<file path="config.mk">
export PLATFORM = sky130hd
export DESIGN_NAME = evolve_rate_ctrl
export DESIGN_NICKNAME = d
export VERILOG_FILES = /design/src/rtl/gol_pkg.sv /design/src/rtl/rise_edge.sv /design/src/rtl/evolve_rate_ctrl.sv
export SDC_FILE = /design/constraint.sdc
export NUM_CORES = 1
export LEC_CHECK = 0
export ABC_AREA = 1
export CAP_MARGIN = 20
export CORE_MARGIN = 1
export CORE_UTILIZATION = 49
export CTS_BUF_LIST = sky130_fd_sc_hd__clkbuf_4 sky130_fd_sc_hd__clkbuf_8
export DETAILED_ROUTE_END_ITERATION = 10
export PLACE_DENSITY = 0.79
export SLEW_MARGIN = 25
export SYNTH_ARGS = -nofsm -noshare
export SYNTH_HDL_FRONTEND = slang
export SYNTH_SLANG_ARGS = --single-unit
</file>
<file path="constraint.sdc">
create_clock -name clk -period 2.3 [get_ports clk]
set_input_delay 0.46 -clock clk [delete_from_list [all_inputs] [get_ports clk]]
set_output_delay 0.46 -clock clk [all_outputs]
set_load 0.05 [all_outputs]
</file>
<file path="src/rtl/gol_pkg.sv">
// rtl/gol_pkg.sv - mode encodings and default parameters shared by the evolve rate controller
package gol_pkg;

    typedef enum logic [1:0] {
        MODE_PAUSE  = 2'b00,
        MODE_RUN    = 2'b01,
        MODE_SINGLE = 2'b10,
        MODE_RSVD   = 2'b11
    } mode_e;

    localparam int DEF_ACC_W      = 25;
    localparam int DEF_STEP_W     = 21;
    localparam int DEF_STEP_INIT  = 1024;
    localparam int DEF_STEP_DELTA = 1024;
    localparam int DEF_STEP_MIN   = 1;
    localparam int DEF_GEN_W      = 16;

endpackage

</file>
<file path="src/rtl/rise_edge.sv">
// rtl/rise_edge.sv - one-cycle rising-edge detector; prev resets high so a level held through reset is ignored
module rise_edge (
    input  logic clk,
    input  logic rst,
    input  logic in_i,
    output logic edge_o
);

    logic prev_q;

    always_ff @(posedge clk) begin
        if (!rst) begin
            prev_q <= 1'b1;
        end else begin
            prev_q <= in_i;
        end
    end

    assign edge_o = in_i & ~prev_q;

endmodule

</file>
<file path="src/rtl/evolve_rate_ctrl.sv">
// rtl/evolve_rate_ctrl.sv - phase-accumulator tick generator with saturating step control
// Optional gen counter built only when EVOLVE_GEN_COUNTER_EN is defined.
module evolve_rate_ctrl
    import gol_pkg::*;
#(
    parameter int ACC_W      = DEF_ACC_W,
    parameter int STEP_W     = DEF_STEP_W,
    parameter int STEP_INIT  = DEF_STEP_INIT,
    parameter int STEP_DELTA = DEF_STEP_DELTA,
    parameter int STEP_MIN   = DEF_STEP_MIN,
    parameter int STEP_MAX   = (1 << STEP_W) - 1,
    parameter int GEN_W      = DEF_GEN_W
) (
    input  logic              clk,
    input  logic              rst,
    input  logic [1:0]        mode,
    input  logic              inc_v,
    input  logic              dec_v,
    input  logic              step_req,
    output logic              envolve_v,
    output logic [STEP_W-1:0] step,
    output logic [ACC_W-1:0]  count,
    output logic              at_min,
    output logic              at_max,
    output logic [GEN_W-1:0]  gen
);

    localparam logic [STEP_W-1:0] STEP_INIT_V = STEP_W'(STEP_INIT);
    localparam logic [STEP_W-1:0] STEP_MIN_V  = STEP_W'(STEP_MIN);
    localparam logic [STEP_W-1:0] STEP_MAX_V  = STEP_W'(STEP_MAX);
    localparam logic [STEP_W:0]   MAX_X       = (STEP_W+1)'(STEP_MAX);
    localparam logic [STEP_W:0]   DELTA_X     = (STEP_W+1)'(STEP_DELTA);

    logic inc_edge, dec_edge, req_edge;

    rise_edge u_inc_edge (.clk(clk), .rst(rst), .in_i(inc_v),    .edge_o(inc_edge));
    rise_edge u_dec_edge (.clk(clk), .rst(rst), .in_i(dec_v),    .edge_o(dec_edge));
    rise_edge u_req_edge (.clk(clk), .rst(rst), .in_i(step_req), .edge_o(req_edge));

    logic [STEP_W-1:0] step_q, step_d;
    logic [ACC_W-1:0]  count_q, count_d;
    logic              tick_q, tick_d;
    logic [STEP_W:0]   inc_sum;
    logic signed [STEP_W+1:0] dec_diff;
    logic [ACC_W:0]    acc_sum;
    mode_e             mode_s;

    assign mode_s = mode_e'(mode);

    // Extra headroom bits keep saturation decisions free of wrap/underflow.
    always_comb begin
        inc_sum  = {1'b0, step_q} + DELTA_X;
        dec_diff = $signed({2'b00, step_q}) - $signed((STEP_W+2)'(STEP_DELTA));
        step_d   = step_q;
        if (inc_edge && !dec_edge) begin
            step_d = (inc_sum > MAX_X) ? STEP_MAX_V : inc_sum[STEP_W-1:0];
        end else if (dec_edge && !inc_edge) begin
            step_d = (dec_diff < $signed((STEP_W+2)'(STEP_MIN))) ? STEP_MIN_V
                                                                 : dec_diff[STEP_W-1:0];
        end
    end

    always_comb begin
        acc_sum = {1'b0, count_q} + (ACC_W+1)'(step_q);
        count_d = count_q;
        tick_d  = 1'b0;
        case (mode_s)
            MODE_RUN: begin
                count_d = acc_sum[ACC_W-1:0];
                tick_d  = acc_sum[ACC_W];
            end
            MODE_SINGLE: tick_d = req_edge;
            default: ;
        endcase
    end

    always_ff @(posedge clk) begin
        if (!rst) begin
            step_q  <= STEP_INIT_V;
            count_q <= '0;
            tick_q  <= 1'b0;
        end else begin
            step_q  <= step_d;
            count_q <= count_d;
            tick_q  <= tick_d;
        end
    end

`ifdef EVOLVE_GEN_COUNTER_EN
    logic [GEN_W-1:0] gen_q;

    always_ff @(posedge clk) begin
        if (!rst) begin
            gen_q <= '0;
        end else if (tick_q) begin
            gen_q <= gen_q + GEN_W'(1);
        end
    end

    assign gen = gen_q;
`else
    assign gen = '0;
`endif

    assign envolve_v = tick_q;
    assign step      = step_q;
    assign count     = count_q;
    assign at_min    = (step_q == STEP_MIN_V);
    assign at_max    = (step_q == STEP_MAX_V);

endmodule
</file>
Word-level counts from Yosys, hierarchy flattened
Index checks and enable logic that the tools add are counted.
{"block": "totals", "latch_bits": 0, "regBits": 50, "inputBits": 7, "mem_count": 0, "mem_bits_ro": 0, "ramBits": 0, "word_cells": 31}
{"block": "classes", "order_cmp": 2, "shift": 0, "n_mul": 0, "add_sub_neg": 3, "div_mod_pow": 0, "reduce_logical": 5, "bitwise": 6, "n_eq_ne": 4, "mux": 5}
{"operator": "21-bit two-way mux", "n": 4}
{"operator": "25-bit by 21-bit adder with 26-bit output", "n": 1}
{"operator": "21-bit by 11-bit adder with 22-bit output (second input constant)", "n": 1}
{"operator": "22-bit by 21-bit greater-than comparator with 1-bit output (second input constant)", "n": 1}
{"operator": "22-bit by 2-bit < comparator with 1-bit output (second input constant)", "n": 1}
{"operator": "21-bit by 11-bit subtractor with 22-bit output (second input constant)", "n": 1}
{"operator": "21-bit by 1-bit equality test with 1-bit output (second input constant)", "n": 1}
{"operator": "21-bit equality test (second input constant)", "n": 1}
{"operator": "1-bit bitwise AND", "n": 3}
{"operator": "1-bit inverter", "n": 3}
{"operator": "2-bit by 1-bit equality test with 1-bit output (second input constant)", "n": 1}
{"operator": "2-bit equality test (second input constant)", "n": 1}
{"operator": "1-bit logical AND", "n": 2}
{"operator": "1-bit logical NOT", "n": 2}
{"operator": "1-bit case mux with 2 select lines", "n": 1}
{"operator": "2-bit nonzero test", "n": 1}

Longest topological paths before layout
{"block": "depth", "word_depth": 6, "depth_mapped": 15, "mapped_depth_nobuf": 15}

Hierarchy
From an unflattened synthesis, not the netlist that was laid out.
{"block": "unflattened", "hier_cells": 593, "hier_area_um2": 3817.4}
{"mod": "evolve_rate_ctrl", "cells_per_inst": 581, "seq_area_each_um2": 780.7, "instances": 1, "area_per_inst_um2": 3716.1}
{"mod": "rise_edge", "cells_per_inst": 4, "seq_area_each_um2": 20.0, "instances": 3, "area_per_inst_um2": 33.8}

Worst setup path after synthesis
OpenSTA, ideal clock, no wires.
{"block": "synth_path", "path_kind": "flip-flop to output port", "from": "register step_q[11], in the netlist step[11]", "to": "output at_max", "t_required_ns": 1.840, "t_arrival_ns": 2.305, "path_buffers": 0, "stages_incl_launch_ff": 8, "path_slack_ns": -0.465, "cell_sequence": "dfxtp_1 ha_1 nand3_1 nor2_1 inv_1 nor2_1 nand4_1 nor2_1"}
{"block": "synth_via", "elab_chain_cells": 1}
{"item": "from (decl)", "line_no": "evolve_rate_ctrl.sv:40", "source": "logic [STEP_W-1:0] step_q, step_d;"}
{"item": "from (signal assigned)", "line_no": "evolve_rate_ctrl.sv:83", "source": "step_q <= step_d;"}
{"item": "21-bit equality test", "line_no": "evolve_rate_ctrl.sv:109", "source": "assign at_max = (step_q == STEP_MAX_V);"}
{"item": "to (decl)", "line_no": "evolve_rate_ctrl.sv:24", "source": "output logic at_max,"}
Every way passes these cells.

==> flow_metrics.tcl <==
set metrics [dict create \
    synth_largest_area_cell "dfxtp_1" \
    startpoint "step[8]" \
    synth-main-ff-cell "dfxtp_1" \
    cts_tree "yes" \
    clock_power_share_pct 29.7 \
    cp-end-kind "primary output" \
    synthSimpleGateAreaFrac_pct 32.95 \
    fin_ws_ps 45.03 \
    period_needed_ps 2255 \
    synthDistinctLibCells 40 \
    cts_root_buf "clkbuf_8" \
    cts.hold.buffers_added 0 \
    slowest_stage "clkdlybuf4s50_1" \
    path_cells "buf_12, buf_4, clkdlybuf4s50_1" \
    die_h_um 88.97 \
    synth_top_area_share_pct 22.69 \
    combPwrFrac_pct 36.2 \
    max_freq_ghz 0.4435 \
    finalHoldViolations 0 \
    drc 0 \
    holdWs_ps 499.3 \
    synth.cell_area_mm2 0.003706 \
    io_pins 72 \
    ant_nets 0 \
    synthCells 578 \
    grt_start_max_net_pins 27 \
    maxSlewViolCount 0 \
    vias_per_cell 5.280 \
    setup_viol 0 \
    area_growth_pct 25.35 \
    internal_power_w 0.001494 \
    syn_area_per_cell_um2 6.412 \
    synthAdderAreaFrac_pct 10.33 \
    dpl_cell_area_mm2 0.004394 \
    relSlewSlack_pct 65.54 \
    grt_pass1_wl_um 16240 \
    cp.required_ps 1840 \
    firstDrtPassIters 5 \
    p_sw_w 0.0009271 \
    drive_above_1_share_pct 13.91 \
    start_util_pct 50.82 \
    wl_per_cell_um 13.58 \
    dieArea_mm2 0.007915 \
    clock_latency_ps 310 \
    post-dp-hpwl_um 7717 \
    nNetsFinal 683 \
    yosysSeqAreaShare_pct 22.69 \
    synth-xor-area-share_pct 3.072 \
    max_cap_violations 0 \
    gr-total-overflow 0 \
    rr_startpoint "step[8]" \
    cp-start-kind "register" \
    synth_compound_area_share_pct 15.94 \
    peakVddDrop_v 0.0003064 \
    ys_seq_elements 42 \
    fin_crit_sh_pct 98.04 \
    h-tree-depth 2 \
    finalWirelength_um 10130 \
    grt_pass1_vias 3629 \
    die_w_um 88.97 \
    port_buffers 55 \
    grt_use_total_pct 26.31 \
    synth-edff-count 0 \
    cts_max_path_buffers 2 \
    cts_buffers 5 \
    vias 3939 \
    synth_area_leaders "dfxtp_1, nand2_1, ha_1" \
    fp-row-count 31 \
    power_density_mw_per_mm2 521.2 \
    cp_max_fo 12 \
    drt_first_iter_violations 205 \
    cts_sinks 42 \
    switching_share_pct 38.29 \
    diodes 0 \
    fin_skew_ps 12.78 \
    reg2reg_slack_ps 170 \
    design.core.area_mm2 0.007292 \
    yosys_warnings 0 \
    seqPwrFrac_pct 34.2 \
    min_from "u_req_edge.prev_q" \
    max_stage_delay_ps 790 \
    clkTransAtPathRegs_ps 80 \
    path_class "reg -> out" \
    ys_async_sr_fraction_pct 0 \
    synth_mux_area_share_pct 0 \
    globalplace.congestion 0.9512 \
    antenna_found_initial 0 \
    tightest_slew_ps 515.3 \
    finalInstanceArea_mm2 0.004646 \
    dp_slack_ps -2.840 \
    status "finished clean" \
    critPathArrivalTime_ps 1790 \
    hold_class "reg -> reg" \
    synth_top_family_by_area "simple AND/OR/NAND/NOR gates" \
    leakagePower_nw 2.264 \
]
[state kept, by name, indices dropped and copies added (netlist names)]
name / flops
u_inc_edge.prev_q: 1
u_dec_edge.prev_q: 1
count: 25
envolve_v: 1
step: 13
u_req_edge.prev_q: 1
[layout make-up]
type,instances,area (µm²)
tap,99,123.9
sequential,42,854.6
clock inverter,3,68.82
inverter,79,304.0
multi-input combinational,435,2425
clock buffer,5,68.82
fill,701,2646
timing repair buffer,83,800.8
[cells by family (layout without fill, tap and decap cells)]
group / count (synthesis) / in the layout
simple gates: 271 / 271
buf+inv: 116 / 170
compound gates: 105 / 105
flops: 42 / 42
fa+ha+maj: 30 / 30
xor+xnor: 13 / 13
other cells: 1 / 16
[path summary, 6_finish.rpt]
check	endpoint	depth (start not counted)
hold reg to reg	envolve_v	3
setup reg to reg	count[12]	10
setup / recovery	step[3]	3
hold / removal	envolve_v	3
[critical path, delay by kind of cell (launching register included)]
family	cells	cell delay (ps)
flip-flops	1	450
buffers and inverters	3	1040
[timing repair]
| item | in CTS | in global routing |
|---|---|---|
| endpoints found under the hold margin | 0 | 0 |
| resized for setup | 3 | 11 |
| pin swaps | 1 | 1 |
| setup endpoints to repair | 1 | 22 |
| buffers inserted | 2 | 4 |
[cells in the final DEF, fill, tap and decap left out, drive strengths merged, types with 3 or more instances in the layout]
cell type and count:
nand2 112, nor2 89, inv 78, clkdlybuf4s50 49
nand3 45, a21oi 43, o21ai 42, dfxtp 42
buf 33, ha 29, conb 16, nand4 13
nor3 8, xor2 7, xnor2 6, a31oi 5
clkbuf 5, o21bai 4, o211ai 4, a21o 3
[Yosys cell counts (all sizes together), types with 2 or more instances]
library cell	number
a21oi	43
o221ai	2
a21o	3
o21bai	4
xnor2	6
nand2	112
nor3	8
clkbuf	9
o211ai	4
a21boi	2
o21ai	42
dfxtp	42
nand4	13
ha	29
or2	2
xor2	7
nor2	89
a31oi	5
nand3	45
buf	28
inv	78
[per-stage QoR]
stage                     std cells  util, %  power [W]  setup TNS, ps
final                           746    63.71   0.002421              0
after global routing            746    63.71   0.002542         -92.19
after CTS                       742    62.46   0.002422              0
after detailed placement        732    60.26   0.001700         -2.840
after global placement          732    60.26   0.001687              0
after floorplan                 593        -   0.001487         -100.8
[power by group through the flow]
stage | combinational [W] | clock [W] | sequential [W]
final | 0.000876 | 0.000718 | 0.000827
after detailed placement | 0.000853 | 0 | 0.000847
after global routing | 0.000955 | 0.000753 | 0.000834
after floorplan | 0.000501 | 0 | 0.000986
after global placement | 0.000841 | 0 | 0.000846
after CTS | 0.000866 | 0.000730 | 0.000826
[routing by layer]
layer	track usage [%]	vias up	share of wire [%]
met3	3.139	22	5.9
met4	8.802	0	2.3
met5	0	-	0
met1	32.05	1786	43
met2	48.11	141	49
li1	-	1990	-
Power figures use the tool's default switching activity.
